<file path="src/rtl/lcd_rx_pkg.sv">
// rtl/lcd_rx_pkg.sv - shared state type, default geometry and sync-edge helper for the LCD receive monitor
package lcd_rx_pkg;

  typedef enum logic {IDLE, FRAME} state_t;

  localparam int H_ACTIVE_DEF = 800;
  localparam int V_ACTIVE_DEF = 480;

  // True when a signal moves from the non-act level to the act level.
  function automatic logic sync_lead(input logic cur, input logic prev, input logic act);
    return (cur == act) && (prev != act);
  endfunction

endpackage

</file>
<file path="src/rtl/lcd_rx_edge.sv">
// rtl/lcd_rx_edge.sv - input register plus leading/trailing edge detect for one LCD control signal
module lcd_rx_edge
  import lcd_rx_pkg::*;
#(
  parameter logic ACT = 1'b1
) (
  input  logic clk,
  input  logic rst,
  input  logic d,
  output logic q,
  output logic q_prev,
  output logic lead,
  output logic trail
);

  // Reset to the inactive level so a quiet line after reset shows no edge.
  always_ff @(posedge clk) begin
    if (rst) begin
      q      <= ~ACT;
      q_prev <= ~ACT;
    end else begin
      q      <= d;
      q_prev <= q;
    end
  end

  assign lead  = sync_lead(q, q_prev, ACT);
  assign trail = sync_lead(q, q_prev, ~ACT);

endmodule

</file>
<file path="src/rtl/lcd_rx_monitor.sv">
// rtl/lcd_rx_monitor.sv - RGB LCD receive monitor: pixel coordinates, geometry measurement, error flags, pixel capture
module lcd_rx_monitor
  import lcd_rx_pkg::*;
#(
  parameter int   H_ACTIVE = H_ACTIVE_DEF,
  parameter int   V_ACTIVE = V_ACTIVE_DEF,
  parameter logic SYNC_ACT = 1'b0,
  parameter int   CW       = 11
) (
  input  logic          clk,
  input  logic          rst,
  input  logic [23:0]   rgb_in,
  input  logic          hsync_in,
  input  logic          vsync_in,
  input  logic          de_in,
  input  logic          err_clr,
  input  logic [CW-1:0] cap_x,
  input  logic [CW-1:0] cap_y,
  output logic [CW-1:0] pix_x,
  output logic [CW-1:0] pix_y,
  output logic [23:0]   pix_data,
  output logic          pix_valid,
  output logic          frame_start,
  output logic          frame_done,
  output logic [15:0]   frame_cnt,
  output logic [11:0]   h_total,
  output logic          err_hlen,
  output logic          err_vlen,
  output logic [23:0]   cap_data,
  output logic          cap_hit
);

  localparam logic [CW-1:0] H_A    = CW'(H_ACTIVE);
  localparam logic [CW-1:0] V_A    = CW'(V_ACTIVE);
  localparam logic [CW-1:0] C_MAX  = '1;
  localparam logic [11:0]   HT_MAX = 12'hFFF;

  logic [23:0] rgb_q;
  logic        clr_q;

  always_ff @(posedge clk) begin
    if (rst) begin
      rgb_q <= '0;
      clr_q <= 1'b0;
    end else begin
      rgb_q <= rgb_in;
      clr_q <= err_clr;
    end
  end

  logic hs_q, hs_prev, hs_lead, hs_trail;
  logic vs_q, vs_prev, vs_lead, vs_trail;
  logic de_q, de_prev, de_lead, de_fall;

  lcd_rx_edge #(.ACT(SYNC_ACT)) u_hs (
    .clk(clk), .rst(rst), .d(hsync_in),
    .q(hs_q), .q_prev(hs_prev), .lead(hs_lead), .trail(hs_trail)
  );

  lcd_rx_edge #(.ACT(SYNC_ACT)) u_vs (
    .clk(clk), .rst(rst), .d(vsync_in),
    .q(vs_q), .q_prev(vs_prev), .lead(vs_lead), .trail(vs_trail)
  );

  lcd_rx_edge #(.ACT(1'b1)) u_de (
    .clk(clk), .rst(rst), .d(de_in),
    .q(de_q), .q_prev(de_prev), .lead(de_lead), .trail(de_fall)
  );

  logic unused_edges;
  assign unused_edges = &{1'b0, hs_q, hs_prev, hs_trail, vs_q, vs_prev, vs_trail, de_lead};

  state_t        state;
  logic [CW-1:0] x, y, lines;
  logic [11:0]   hcnt;

  logic [CW-1:0] x_inc, y_inc, lines_inc, lines_at_vs;
  logic          in_frame, in_win, line_close, hlen_new, vlen_new, cap_match;

  assign x_inc     = (x == C_MAX)     ? x     : x + CW'(1);
  assign y_inc     = (y == C_MAX)     ? y     : y + CW'(1);
  assign lines_inc = (lines == C_MAX) ? lines : lines + CW'(1);

  assign in_frame = (state == FRAME);
  assign in_win   = (x < H_A) && (y < V_A);

  // A run still open at a vsync edge is closed there as if de had fallen.
  assign line_close  = in_frame && de_prev && (vs_lead || !de_q);
  assign lines_at_vs = de_prev ? lines_inc : lines;
  assign hlen_new    = line_close && (x != H_A);
  assign vlen_new    = in_frame && vs_lead && (lines_at_vs != V_A);
  assign cap_match   = in_frame && !vs_lead && de_q && in_win && (x == cap_x) && (y == cap_y);

  always_ff @(posedge clk) begin
    if (rst) begin
      state       <= IDLE;
      x           <= '0;
      y           <= '0;
      lines       <= '0;
      pix_x       <= '0;
      pix_y       <= '0;
      pix_data    <= '0;
      pix_valid   <= 1'b0;
      frame_start <= 1'b0;
      frame_done  <= 1'b0;
      frame_cnt   <= '0;
      err_hlen    <= 1'b0;
      err_vlen    <= 1'b0;
      cap_data    <= '0;
      cap_hit     <= 1'b0;
    end else begin
      frame_start <= 1'b0;
      frame_done  <= 1'b0;
      pix_valid   <= 1'b0;
      cap_hit     <= 1'b0;
      // A fresh error in the same cycle as a clear keeps the flag set.
      err_hlen    <= (err_hlen & ~clr_q) | hlen_new;
      err_vlen    <= (err_vlen & ~clr_q) | vlen_new;

      if (cap_match) begin
        cap_data <= rgb_q;
        cap_hit  <= 1'b1;
      end

      case (state)
        IDLE: begin
          if (vs_lead) begin
            frame_start <= 1'b1;
            x           <= '0;
            y           <= '0;
            lines       <= '0;
            state       <= FRAME;
          end
        end
        FRAME: begin
          if (vs_lead) begin
            frame_start <= 1'b1;
            frame_done  <= 1'b1;
            frame_cnt   <= frame_cnt + 16'd1;
            x           <= '0;
            y           <= '0;
            lines       <= '0;
          end else if (de_q) begin
            pix_valid <= in_win;
            pix_x     <= x;
            pix_y     <= y;
            pix_data  <= rgb_q;
            x         <= x_inc;
          end else if (de_prev) begin
            x     <= '0;
            y     <= y_inc;
            lines <= lines_inc;
          end
        end
        default: state <= IDLE;
      endcase
    end
  end

  // Line period counter runs regardless of frame state.
  always_ff @(posedge clk) begin
    if (rst) begin
      hcnt    <= '0;
      h_total <= '0;
    end else if (hs_lead) begin
      h_total <= hcnt;
      hcnt    <= 12'd1;
    end else if (hcnt != HT_MAX) begin
      hcnt <= hcnt + 12'd1;
    end
  end

endmodule

</file>
<file path="config.mk">
export PLATFORM = sky130hd
export DESIGN_NAME = lcd_rx_monitor
export DESIGN_NICKNAME = d
export VERILOG_FILES = /design/src/rtl/lcd_rx_pkg.sv /design/src/rtl/lcd_rx_edge.sv /design/src/rtl/lcd_rx_monitor.sv
export SDC_FILE = /design/constraint.sdc
export NUM_CORES = 1
export LEC_CHECK = 0
export BUFFER_PORTS_ARGS = -buffer_cell sky130_fd_sc_hd__buf_2
export CAP_MARGIN = 10
export CORE_MARGIN = 4
export CORE_UTILIZATION = 35
export DETAILED_ROUTE_END_ITERATION = 10
export PLACE_DENSITY_LB_ADDON = 0.3
export SLEW_MARGIN = 15
export SYNTH_ARGS = -nofsm -noshare
export SYNTH_HDL_FRONTEND = slang
export SYNTH_SLANG_ARGS = --single-unit
</file>
<file path="constraint.sdc">
create_clock -name clk -period 4.9 [get_ports clk]
set_input_delay 0.735 -clock clk [delete_from_list [all_inputs] [get_ports clk]]
set_output_delay 0.735 -clock clk [all_outputs]
set_load 0.005 [all_outputs]
</file>
==> impl_metrics.toml <==
[outcome]
status = "finished clean"

[worst_setup_path]
cpMaxStageDelayCell = "nand4bb_2"
end_kind = "register"
r2r_setup_slack_ns = 2.07
max_stage_delay_ns = 0.82
arrival_ns = 3.10
ff2ff_path_depth = 5
startpoint_type = "register"
worstPathCellList = "nand2b_1 -> o2111ai_1 -> nand4bb_2 -> o21ai_0 -> a21oi_1"
worst-endpoint-required_ns = 5.17
crit_type = "register to register"
path_max_fanout = 25

[detailed_routing]
route.detailed.drc = 0
vias_per_cell = 5.103
drt_first_pass_iters = 6
wirelength_um = 19900
wl_per_cell_um = 15.58
drtIter0Drc = 436
ant_nets = 0
num_vias = 6516

[layout]
final_layout_size_suffix_gt1_share_pct = 19.98
fin_nets = 1048
num-fill-cells = 2161
area_delta_synth_final_pct = 19.55
final_common_cell = "dfxtp_1"
final_cell_mix = "dfxtp_1 (181), buf_2 (154), nand2_1 (151), a21oi_1 (104), nor2_1 (49)"
final_util_pct = 42.35

[clock_tree]
numCtsBuffers = 17
root_buffer = "clkbuf_16"
cts_buffer_depth = 2
hold_buffers = 0
clkTransAtPathRegs_ns = 0.07
clk_latency_ns = 0.43
ctsResizeCount = 0
cts_setup_buffers = 0
htree_levels = 4
cts.sinks = 181
cts_tree = "yes"

[global_route]
grt_overflow = 0
grt-busiest-layer = "met2"
grt_max_degree = 106
track_usage_pct = 16.62
grt_pass1_vias = 6010
met1_usage_pct = 23.73
use_met3_pct = 4.025
grt_pass1_wl_um = 32080
antenna_found_initial = 1
grt_util_met2_pct = 24.00

[sta]
skew_ns = 0.01209
tightest_slew_ns = 1.134
setup-tns-final_ns = 0
hold_violations = 0
rsz0062_at_grt = "no"
finalCriticalPeriod_ns = 2.829
maxSlewHeadroom_pct = 24.33
finalSetupViolCount = 0
drv_slew = 0
min_period_over_period_pct = 57.73
max_freq_ghz = 0.3535

[yosys]
ys_types = 53
synth_ff_type = "dfxtp_1"
syn-cell-area_um2 = 7422
ys_warn_count = 0
async_reset_ff_share_pct = 0
synth_edf_count = 0
yosysSeqAreaShare_pct = 48.82
synth_cells = 877
synth_largest_area_cell = "dfxtp_1"
syn_avg_cell_area_um2 = 8.463
syn_nets = 935
synth-seq-cells = 181
synth_top_area_share_pct = 48.82
synthTopCellsByArea = "dfxtp_1 (49%), nand2_1 (7.6%), a21oi_1 (7.0%)"

[floorplan]
die_y_um = 153.6
fp.dieW_um = 153.6
core-area_um2 = 20960
io_pins = 156
floorplan.rows = 53
initial_core_util_pct = 35.42
die-area_um2 = 23600

[pwr]
p_leak_nw = 3.398
irDropWorstVdd_mv = 0.2066
powerDensity_nw_per_um2 = 331.0

[place]
gp_congestion = 0.9104
place_hpwl_um = 13800
numPortBuffers = 155

[worst_hold_path]
holdPathStages = 2
worstHoldPathType = "register to register"

[run]
max_cap_violations = 0
-- worst max-delay path, delay by kind of cell, from the launching register on --
kind | cells | cell delay [ns]
compound gates | 3 | 0.89
flops | 1 | 0.35
simple gates | 2 | 1.43
-- synthesized netlist by cell type (all sizes together), types with 2 or more instances --
cell type	n
buf	15
o21ai	38
dfxtp	181
a31oi	8
a21oi	104
clkbuf	49
a41oi	2
xnor2	35
ha	6
nor4	7
nor2	49
nand4	27
a21o	2
nor2b	31
nor3	15
or4	4
and4	8
and2	3
o31ai	3
nand4bb	2
nand2	151
nand4b	3
xor2	26
o2111ai	2
nand3	46
and3b	3
and3	13
or3	6
nand2b	7
or2	4
a211oi	7
inv	6
a211o	2
-- report_power, final --
| group | switching, W | internal, W | leakage [nW] |
|---|---|---|---|
| Combinational | 0.0000739 | 0.0000418 | 1.66 |
| Sequential | 0.0000175 | 0.00149 | 1.47 |
| Clock | 0.000595 | 0.000718 | 0.267 |
| Total | 0.000687 | 0.00225 | 3.40 |
-- final timing paths --
path         startpoint     endpoint
min          h_total[4]   h_total[4]
max              u_vs.q  cap_data[0]
min reg2reg  h_total[4]   h_total[4]
max reg2reg      u_vs.q  cap_data[0]
-- metrics by stage --
step	instances	total power, W	cell area [µm²]	hold slack [ns]	worst slack (ns)
3_3_place_gp	1246	0.001657	8302	0.4370	1.879
5_1_grt	1277	0.003057	8874	0.4700	1.740
6_report	1277	0.002937	8874	0.4490	2.071
4_1_cts	1276	0.002977	8866	0.4526	1.765
2_1_floorplan	877	0.001606	7422	0.4321	2.748
3_5_place_dp	1246	0.001658	8302	0.4435	1.772
-- sequential cells by signal, summed over array words and instances (netlist names), 11 cells and up --
| register | cells |
|---|---|
| cap_data | 24 |
| pix_data | 24 |
| rgb_q | 24 |
| frame_cnt | 16 |
| h_total | 12 |
| hcnt | 12 |
| lines | 11 |
| pix_x | 11 |
| pix_y | 11 |
| x | 11 |
| y | 11 |
-- kinds of logic after synthesis --
group | Yosys count | share of synthesized area (%)
xor gates and xnor gates | 61 | 7.198
DFF | 181 | 48.82
adders and majority gates | 6 | 1.011
muxes | 2 | 0.2866
buffers and inverters | 70 | 4.079
and+or+nand+nor | 381 | 25.44
AOI/OAI and AO/OA | 176 | 13.17
-- final cells by class --
class                   instances  area (µm²)  share of cell area, %
repair buffers                158       800.8                  9.024
flip-flops and latches        181        3623                  40.83
well taps                     275       344.1                  3.878
clock inverters                12       125.1                  1.410
diodes                          1       2.502                0.02820
inverters                       6       22.52                 0.2538
multi-input cells             626        3516                  39.62
clock buffers                  18       439.2                  4.949
-- per-layer routing --
metal	wire (µm)	up-vias
li1	-	3260
met1	9495	3017
met2	8558	209
met3	1214	30
met4	634	0
met5	0	-
No activity file was read; power rests on OpenSTA's default activity.
